$ cat src/rtl/cpu_pkg.sv
// Shared CPU definitions: instruction kinds, opcode map and helpers used by
// both the boot loader encoder and the pipeline decoder.
package cpu_pkg;

  typedef enum logic [3:0] {
    KIND_RTYPE = 4'd0,
    KIND_JR    = 4'd1,
    KIND_ADDI  = 4'd2,
    KIND_SLTI  = 4'd3,
    KIND_ORI   = 4'd4,
    KIND_LUI   = 4'd5,
    KIND_LW    = 4'd6,
    KIND_SW    = 4'd7,
    KIND_BEQ   = 4'd8,
    KIND_BNE   = 4'd9,
    KIND_BGT   = 4'd10,
    KIND_BGEZ  = 4'd11,
    KIND_J     = 4'd12,
    KIND_JAL   = 4'd13,
    KIND_ILL14 = 4'd14,
    KIND_ILL15 = 4'd15
  } instr_kind_t;

  localparam logic [5:0] OP_RTYPE = 6'd0;
  localparam logic [5:0] OP_BGEZ  = 6'd1;
  localparam logic [5:0] OP_J     = 6'd2;
  localparam logic [5:0] OP_JAL   = 6'd3;
  localparam logic [5:0] OP_BEQ   = 6'd4;
  localparam logic [5:0] OP_BNE   = 6'd5;
  localparam logic [5:0] OP_BGT   = 6'd7;
  localparam logic [5:0] OP_ADDI  = 6'd8;
  localparam logic [5:0] OP_SLTI  = 6'd10;
  localparam logic [5:0] OP_ORI   = 6'd13;
  localparam logic [5:0] OP_LUI   = 6'd15;
  localparam logic [5:0] OP_LW    = 6'd35;
  localparam logic [5:0] OP_SW    = 6'd43;

  localparam logic [5:0] FUNCT_JR = 6'd8;

  // BGEZ shares opcode 1 with the REGIMM group; rt=1 selects it.
  localparam logic [4:0] RT_BGEZ = 5'd1;

  typedef enum logic [1:0] {
    ST_IDLE = 2'd0,
    ST_LOAD = 2'd1,
    ST_DONE = 2'd2
  } load_state_t;

  function automatic logic [31:0] itype(
    input logic [5:0]  op,
    input logic [4:0]  rs,
    input logic [4:0]  rt,
    input logic [15:0] imm
  );
    return {op, rs, rt, imm};
  endfunction

endpackage

$ cat src/rtl/instr_encoder.sv
// Combinational symbolic-instruction encoder: kind plus fields to a 32-bit
// MIPS word; illegal kinds yield a NOP and raise the illegal flag.
module instr_encoder
  import cpu_pkg::*;
(
  input  logic [3:0]  kind,
  input  logic [4:0]  rs,
  input  logic [4:0]  rt,
  input  logic [4:0]  rd,
  input  logic [4:0]  shamt,
  input  logic [5:0]  funct,
  input  logic [15:0] imm,
  input  logic [25:0] target,
  output logic [31:0] word,
  output logic        illegal
);

  always_comb begin
    word    = '0;
    illegal = 1'b0;
    case (instr_kind_t'(kind))
      KIND_RTYPE: word = {OP_RTYPE, rs, rt, rd, shamt, funct};
      KIND_JR:    word = {OP_RTYPE, rs, 15'd0, FUNCT_JR};
      KIND_ADDI:  word = itype(OP_ADDI, rs, rt, imm);
      KIND_SLTI:  word = itype(OP_SLTI, rs, rt, imm);
      KIND_ORI:   word = itype(OP_ORI, rs, rt, imm);
      KIND_LUI:   word = itype(OP_LUI, 5'd0, rt, imm);
      KIND_LW:    word = itype(OP_LW, rs, rt, imm);
      KIND_SW:    word = itype(OP_SW, rs, rt, imm);
      KIND_BEQ:   word = itype(OP_BEQ, rs, rt, imm);
      KIND_BNE:   word = itype(OP_BNE, rs, rt, imm);
      KIND_BGT:   word = itype(OP_BGT, rs, rt, imm);
      KIND_BGEZ:  word = itype(OP_BGEZ, rs, RT_BGEZ, imm);
      KIND_J:     word = {OP_J, target};
      // The CPU forms the $31 link itself, so JAL carries only the target.
      KIND_JAL:   word = {OP_JAL, target};
      default:    illegal = 1'b1;
    endcase
  end

endmodule

$ cat src/rtl/instr_loader.sv
// Boot-time instruction-memory writer: accepts symbolic requests, encodes them
// and writes consecutive words while holding the CPU until the image is done.
module instr_loader
  import cpu_pkg::*;
#(
  parameter  int IM_DEPTH = 128,
  localparam int CW       = $clog2(IM_DEPTH) + 1
) (
  input  logic          clk_i,
  input  logic          rst_i,
  input  logic          start_i,
  input  logic          req_valid_i,
  output logic          req_ready_o,
  input  logic [3:0]    req_kind_i,
  input  logic [4:0]    req_rs_i,
  input  logic [4:0]    req_rt_i,
  input  logic [4:0]    req_rd_i,
  input  logic [4:0]    req_shamt_i,
  input  logic [5:0]    req_funct_i,
  input  logic [15:0]   req_imm_i,
  input  logic [25:0]   req_target_i,
  input  logic          req_last_i,
  output logic          im_we_o,
  output logic [31:0]   im_addr_o,
  output logic [31:0]   im_wdata_o,
  output logic          cpu_hold_o,
  output logic [CW-1:0] count_o,
  output logic          done_o,
  output logic          err_o
);

  load_state_t state_reg;
  logic [31:0] enc_word;
  logic        enc_illegal;
  logic        accept;
  logic        last_slot;

  instr_encoder u_encoder (
    .kind    (req_kind_i),
    .rs      (req_rs_i),
    .rt      (req_rt_i),
    .rd      (req_rd_i),
    .shamt   (req_shamt_i),
    .funct   (req_funct_i),
    .imm     (req_imm_i),
    .target  (req_target_i),
    .word    (enc_word),
    .illegal (enc_illegal)
  );

  assign accept    = req_valid_i && req_ready_o;
  assign last_slot = (count_o == CW'(IM_DEPTH - 1));

  always_ff @(posedge clk_i) begin
    if (rst_i) begin
      state_reg   <= ST_IDLE;
      req_ready_o <= 1'b0;
      im_we_o     <= 1'b0;
      im_addr_o   <= '0;
      im_wdata_o  <= '0;
      cpu_hold_o  <= 1'b1;
      count_o     <= '0;
      done_o      <= 1'b0;
      err_o       <= 1'b0;
    end else begin
      im_we_o <= 1'b0;
      case (state_reg)
        ST_IDLE: begin
          if (start_i) begin
            state_reg   <= ST_LOAD;
            req_ready_o <= 1'b1;
            cpu_hold_o  <= 1'b1;
            count_o     <= '0;
            done_o      <= 1'b0;
            err_o       <= 1'b0;
          end
        end
        ST_LOAD: begin
          if (accept) begin
            im_we_o    <= 1'b1;
            im_addr_o  <= {30'(count_o), 2'b00};
            im_wdata_o <= enc_word;
            count_o    <= count_o + 1'b1;
            if (enc_illegal) err_o <= 1'b1;
            if (req_last_i) begin
              req_ready_o <= 1'b0;
            end else if (last_slot) begin
              req_ready_o <= 1'b0;
              err_o       <= 1'b1;
            end
          // Ready only drops once the session is ending; leave as the final
          // word's write strobe retires.
          end else if (!req_ready_o && im_we_o) begin
            state_reg <= ST_DONE;
          end
        end
        ST_DONE: begin
          if (start_i) begin
            state_reg   <= ST_LOAD;
            req_ready_o <= 1'b1;
            cpu_hold_o  <= 1'b1;
            count_o     <= '0;
            done_o      <= 1'b0;
            err_o       <= 1'b0;
          end else begin
            done_o     <= 1'b1;
            cpu_hold_o <= 1'b0;
          end
        end
        default: state_reg <= ST_IDLE;
      endcase
    end
  end

endmodule

$ cat config.mk
export PLATFORM = sky130hd
export DESIGN_NAME = instr_loader
export DESIGN_NICKNAME = d
export VERILOG_FILES = /design/src/rtl/cpu_pkg.sv /design/src/rtl/instr_encoder.sv /design/src/rtl/instr_loader.sv
export SDC_FILE = /design/constraint.sdc
export NUM_CORES = 1
export LEC_CHECK = 0
export CORE_MARGIN = 2
export CORE_UTILIZATION = 37
export DETAILED_ROUTE_END_ITERATION = 16
export PLACE_DENSITY = 0.77
export SLEW_MARGIN = 20
export SYNTH_ARGS = -nofsm -noshare
export SYNTH_HDL_FRONTEND = slang
export SYNTH_SLANG_ARGS = --single-unit
$ cat constraint.sdc
create_clock -name clk_i -period 1.3 [get_ports clk_i]
set_input_delay 0.195 -clock clk_i [delete_from_list [all_inputs] [get_ports clk_i]]
set_output_delay 0.195 -clock clk_i [all_outputs]
set_load 0.02 [all_outputs]
Yosys cells after proc, flatten, opt, wreduce, memory -nomap -nowiden
Cells that the tools add are included.

Register bits after elaboration: 55. Input port bits: 77. Output and inout port bits: 77. Logic and storage cells: 72.

$add $sub $neg: 1. Eq/ne operators: 22. Muxes and demuxes: 24. Bitwise logic cells: 1. Reductions and logical operators: 15.

Operator list (count): $pmux W32 S14 (1); $eq A4 B4 Y1 const B (6); $eq A4 B3 Y1 const B (4); $mux W8 (2); $pmux W8 S2 (1); $reduce_or A14 Y1 (1); $mux W1 (12); $add A8 B1 Y8 const B (1); $eq A4 B2 Y1 const B (2); $eq A8 B7 Y1 const B (1); $ne A2 B2 Y1 const B (4); $pmux W1 S2 (4); $mux W2 (3); $reduce_and A3 Y1 (2); $eq A4 B1 Y1 const B (1); $logic_not A4 Y1 (1); $pmux W2 S2 (1); $reduce_and A2 Y1 (2); $reduce_and A4 Y1 (1); $reduce_bool A2 Y1 (2); $reduce_or A2 Y1 (2); $ne A3 B3 Y1 const B (1); $eq A2 B1 Y1 const B (1); $eq A2 B2 Y1 const B (1); other kinds (5) (6).

Logic depth before layout (Yosys ltp)
Depth after elaboration: 7. Mapped depth: 6. Depth with buffers taken out: 5.

Hierarchy
A second synthesis with hierarchy kept.

Cell total of the unflattened synthesis: 367. Area total of the unflattened synthesis: 2955.3 um^2.

By module, submodules not included: instr_loader (instances 1, cells each 277, area an instance 2264.7 um^2, seq. area each 1101.1 um^2); instr_encoder (instances 1, cells each 90, area an instance 690.7 um^2, seq. area each 0.0 um^2).

Worst setup path after synthesis
Ideal clock, no wire load.

Path kind: register to register. From: reg req_ready_o. To: reg im_wdata_o[22]. Setup time: 0.132 ns. Data arrival time: 1.267 ns. Data required time: 1.168 ns. Slack: -0.099 ns. Cell stages (with the launch flop): 6. Path buffers: 2. Clock period less this slack: 1.399 ns. Cells stage by stage: dfxtp_1 nand4b_4 buf_6 buf_2 a221oi_1 nor3_1.

Cells in the longest elaborated chain, start to end: 2.

RTL lines: start: declaration (RTL line instr_loader.sv:13) `output logic req_ready_o,`; start signal: assignment (RTL line instr_loader.sv:57) `req_ready_o <= 1'b0;`; start signal: assignment (RTL line instr_loader.sv:71) `req_ready_o <= 1'b1;`; start signal: assignment (RTL line instr_loader.sv:86) `req_ready_o <= 1'b0;`; $logic_and A1 B1 Y1 (RTL line instr_loader.sv:51) `assign accept = req_valid_i && req_ready_o;`; $reduce_and A2 Y1 (no source line); end signal: assignment (RTL line instr_loader.sv:82) `im_wdata_o <= enc_word;`; end: declaration (RTL line instr_loader.sv:25) `output logic [31:0] im_wdata_o,`.

No other way between the ends. A chain may end at the register's enable or synchronous reset.

Final worst setup path
From: reg state_reg[1]. To: reg im_wdata_o[2].

Cells in the longest elaborated chain, start to end: 2.

RTL lines: start: declaration (RTL line instr_loader.sv:32) `load_state_t state_reg;`; start signal: assignment (RTL line instr_loader.sv:56) `state_reg <= ST_IDLE;`; start signal: assignment (RTL line instr_loader.sv:70) `state_reg <= ST_LOAD;`; start signal: assignment (RTL line instr_loader.sv:94) `state_reg <= ST_DONE;`; $eq A2 B1 Y1 (RTL line instr_loader.sv:67) `case (state_reg)`; $reduce_and A2 Y1 (no source line).

No other way between the ends.

==> run_results.csv <==
group,metric,value,unit
clocking,htreeDepth,2,
route,final_antenna_net_count,0,
placement,dpl_cell_area,4613,µm²
cells_and_area,drive_above_1_share,17.77,%
sta,period_share,105.3,%
clocking,cts_tree,"done",
clocking,cts-hold-fix-buffers,0,
setup_path,cp-end-kind,"register",
power,fin_total_pwr,0.003607,W
cells_and_area,fin_nets,606,
global_route,antenna_found_initial,0,
clocking,path_clk_slew,0.11,ns
logic_synthesis,ys_types,48,
sta,fin_ws,-0.06954,ns
global_route,grt_pass1_wl,15.29,mm
cells_and_area,areaGrowthSynthToFinish,54.51,%
global_route,overflow,0,
run_status,status,"complete, but fails checks",
power,p_leak,2.137,nW
clocking,root_buffer,"clkbuf_8",
placement,gp_congestion,0.8080,
route,wl,9.990,mm
floorplanning,start_util,38.13,%
sta,final-setup-viol-count,21,
setup_path,required,1.55,ns
setup_path,crit_fanout,7,
logic_synthesis,async_flop_share,0,%
setup_path,crit_chain,"nand4b_4 > buf_6 > a31oi_4 > buf_6 > a32oi_2 > nor2_1",
setup_path,slowest_delay,0.34,ns
route,firstDrtPassIters,4,
setup_path,arrival,1.62,ns
logic_synthesis,ys.warnings.count,0,
cells_and_area,antenna_cells,0,
setup_path,path_delay_family,"flip-flops",
placement,place_hpwl,6.928,mm
clocking,clk_latency,0.31,ns
sta,max_freq,0.7302,GHz
logic_synthesis,synth_largest_area_cell,"dfxtp_1",
clocking,clockBufferDepth,2,
clocking,numCtsBuffers,5,
floorplanning,row_count,33,
logic_synthesis,synth-edff-count,0,
clocking,cts.sinks,54,
setup_path,path_class,"reg -> reg",
placement,io_buffers,128,
logic_synthesis,ys_seq_area_share,34.50,%
route,viasPerCell,5.308,
run_status,violations,"setup timing",
route,wl_per_cell,15.76,µm
global_route,grt_busiest_layer,"met2",
cells_and_area,fillerInstances,749,
placement,pre_cts_ws,-0.4648,ns
route,routed-via-count,3365,
cells_and_area,post-route-cell-area,4841,µm²
floorplanning,coreArea,8217,µm²
logic_synthesis,synth_area,3133,µm²
logic_synthesis,avgSynthCellArea,8.117,µm²
route,drc,0,
setup_path,start_kind,"register",
logic_synthesis,ys_dominant_reg_cell,"dfxtp_1",
sta,hold_viol,0,
sta,rsz0062_at_grt,"yes",
logic_synthesis,yosysTopAreaCellShare,34.50,%
logic_synthesis,syn-instance-count,386,
run,maxCapViolCount,0,
sta,holdWs,0.3078,ns
global_route,grt_pass1_vias,3235,
floorplanning,die_w,96.02,µm
power,pwr_density_cell,745.2,nW/µm²
floorplanning,io_pins,154,
sta,min_period,1.370,ns
power,ir_worst_vdd,0.5015,mV
global_route,grt.met2_usage,36.46,%
setup_path,slowest_stage,"dfxtp_2",
cells_and_area,regMostFlops,"im_wdata_o",
cells_and_area,reg_top3,"im_wdata_o x31, count_o x8, im_addr_o x8",
logic_synthesis,ys_ff_latch,54,
logic_synthesis,synthTopCellsByCount,"dfxtp_1, nor2_1, inv_1, buf_4, nand2_1",
cells_and_area,largest_register_ffs,31,
route,drt-initial-drc-count,160,
logic_synthesis,ys_top_cells_by_area,"dfxtp_1, buf_4, nor2_1",
global_route,met1_usage,25.60,%
worst_hold_path,hold_class,"in -> reg",
logic_synthesis,synth_most_common_cell,"dfxtp_1",
global_route,grt_max_degree,48,
floorplanning,die-area,9220,µm²
sta,fin_skew,0.007748,ns
global_route,grt.total_usage,20.78,%
global_route,grtUsageMet3,4.933,%
floorplanning,die_h,96.02,µm
setup_path,cpMostUsedCell,"buf_6",
setup_path,path_buf_inv,2,
sta,drv_slew,0,
layer usage:
metal	part of all wire (%)	vias up
met2	49	131
met5	0	-
li1	-	1603
met1	43	1623
met4	0.98	0
met3	6.8	8
timing repair:
| action | 4_1_cts | 5_1_grt |
|---|---|---|
| setup buffers | 1 | 2 |
| cloned | 1 | 0 |
| endpoints found under the hold margin | 0 | 0 |
| setup endpoints to repair | 98 | 46 |
| pin swaps | 2 | 18 |
| resized for setup | 73 | 33 |
layout make-up:
cell class	instances	area, µm²	area share, %
Multi-Input combinational cell	262	1778	36.73
Timing Repair Buffer	170	1602	33.08
Sequential cell	54	1100	22.72
Inverter	35	131.4	2.714
Tap cell	105	131.4	2.714
Clock buffer	6	82.58	1.706
Clock inverter	2	16.27	0.3360
power breakdown:
group          leakage (nW)  switching, W  internal, W
sequential            0.441     0.0000202      0.00168
clock                0.0478      0.000607     0.000441
combinational          1.65      0.000430     0.000434
total                  2.14       0.00106      0.00255
worst reg2reg max path, cell delays in order, from the launching register on:
cell      delay, ns
dfxtp_2        0.34
nand4b_4       0.22
buf_6          0.17
a31oi_4        0.21
buf_6          0.17
a32oi_2        0.09
nor2_1         0.11
layout by cell type (no fill, tap or decap), types with 9 or more instances in the layout:
| cell type | instances |
|---|---|
| a211o_1 | 15 |
| a21oi_1 | 21 |
| a32oi_1 | 11 |
| buf_4 | 30 |
| clkdlybuf4s50_1 | 70 |
| conb_1 | 25 |
| dfxtp_1 | 45 |
| dlygate4sd2_1 | 50 |
| inv_1 | 35 |
| nand2_1 | 29 |
| nor2_1 | 40 |
| nor3_1 | 9 |
| nor4b_1 | 15 |
| o221ai_1 | 15 |
cell families (layout without fill, tap and decap cells):
family                     Yosys count  count (layout)  synth area share, %
other                                1              25               0.1197
xor gates and xnor gates             7               7                1.957
buffers and inverters               94             213                16.21
AOI/OAI and AO/OA                  107             107                26.08
and+or+nand+nor                    118             118                19.45
adders and majority gates            1               1               0.3993
DFF                                 54              54                34.50
muxes                                4               4                1.278
per-stage QoR:
stage	TNS, ns	utilization [%]	instances
after detailed placement	-18.28	56.14	622
after floorplan	0	-	410
final	-0.8263	58.92	634
after global routing	-2.638	58.92	634
after global placement	-17.18	56.14	622
after CTS	-0.8205	57.47	632
final timing paths:
| kind | end | slack, ns | startpoint | cells past startpoint |
|---|---|---|---|---|
| setup / recovery | im_wdata_o[2] | -0.07 | state_reg[1] | 6 |
| hold / removal | req_ready_o | 0.31 | rst_i | 3 |
| setup reg to reg | im_wdata_o[2] | -0.07 | state_reg[1] | 6 |
| hold reg to reg | im_wdata_o[28] | 0.46 | im_wdata_o[28] | 2 |
(Power assumes the default switching activity.)
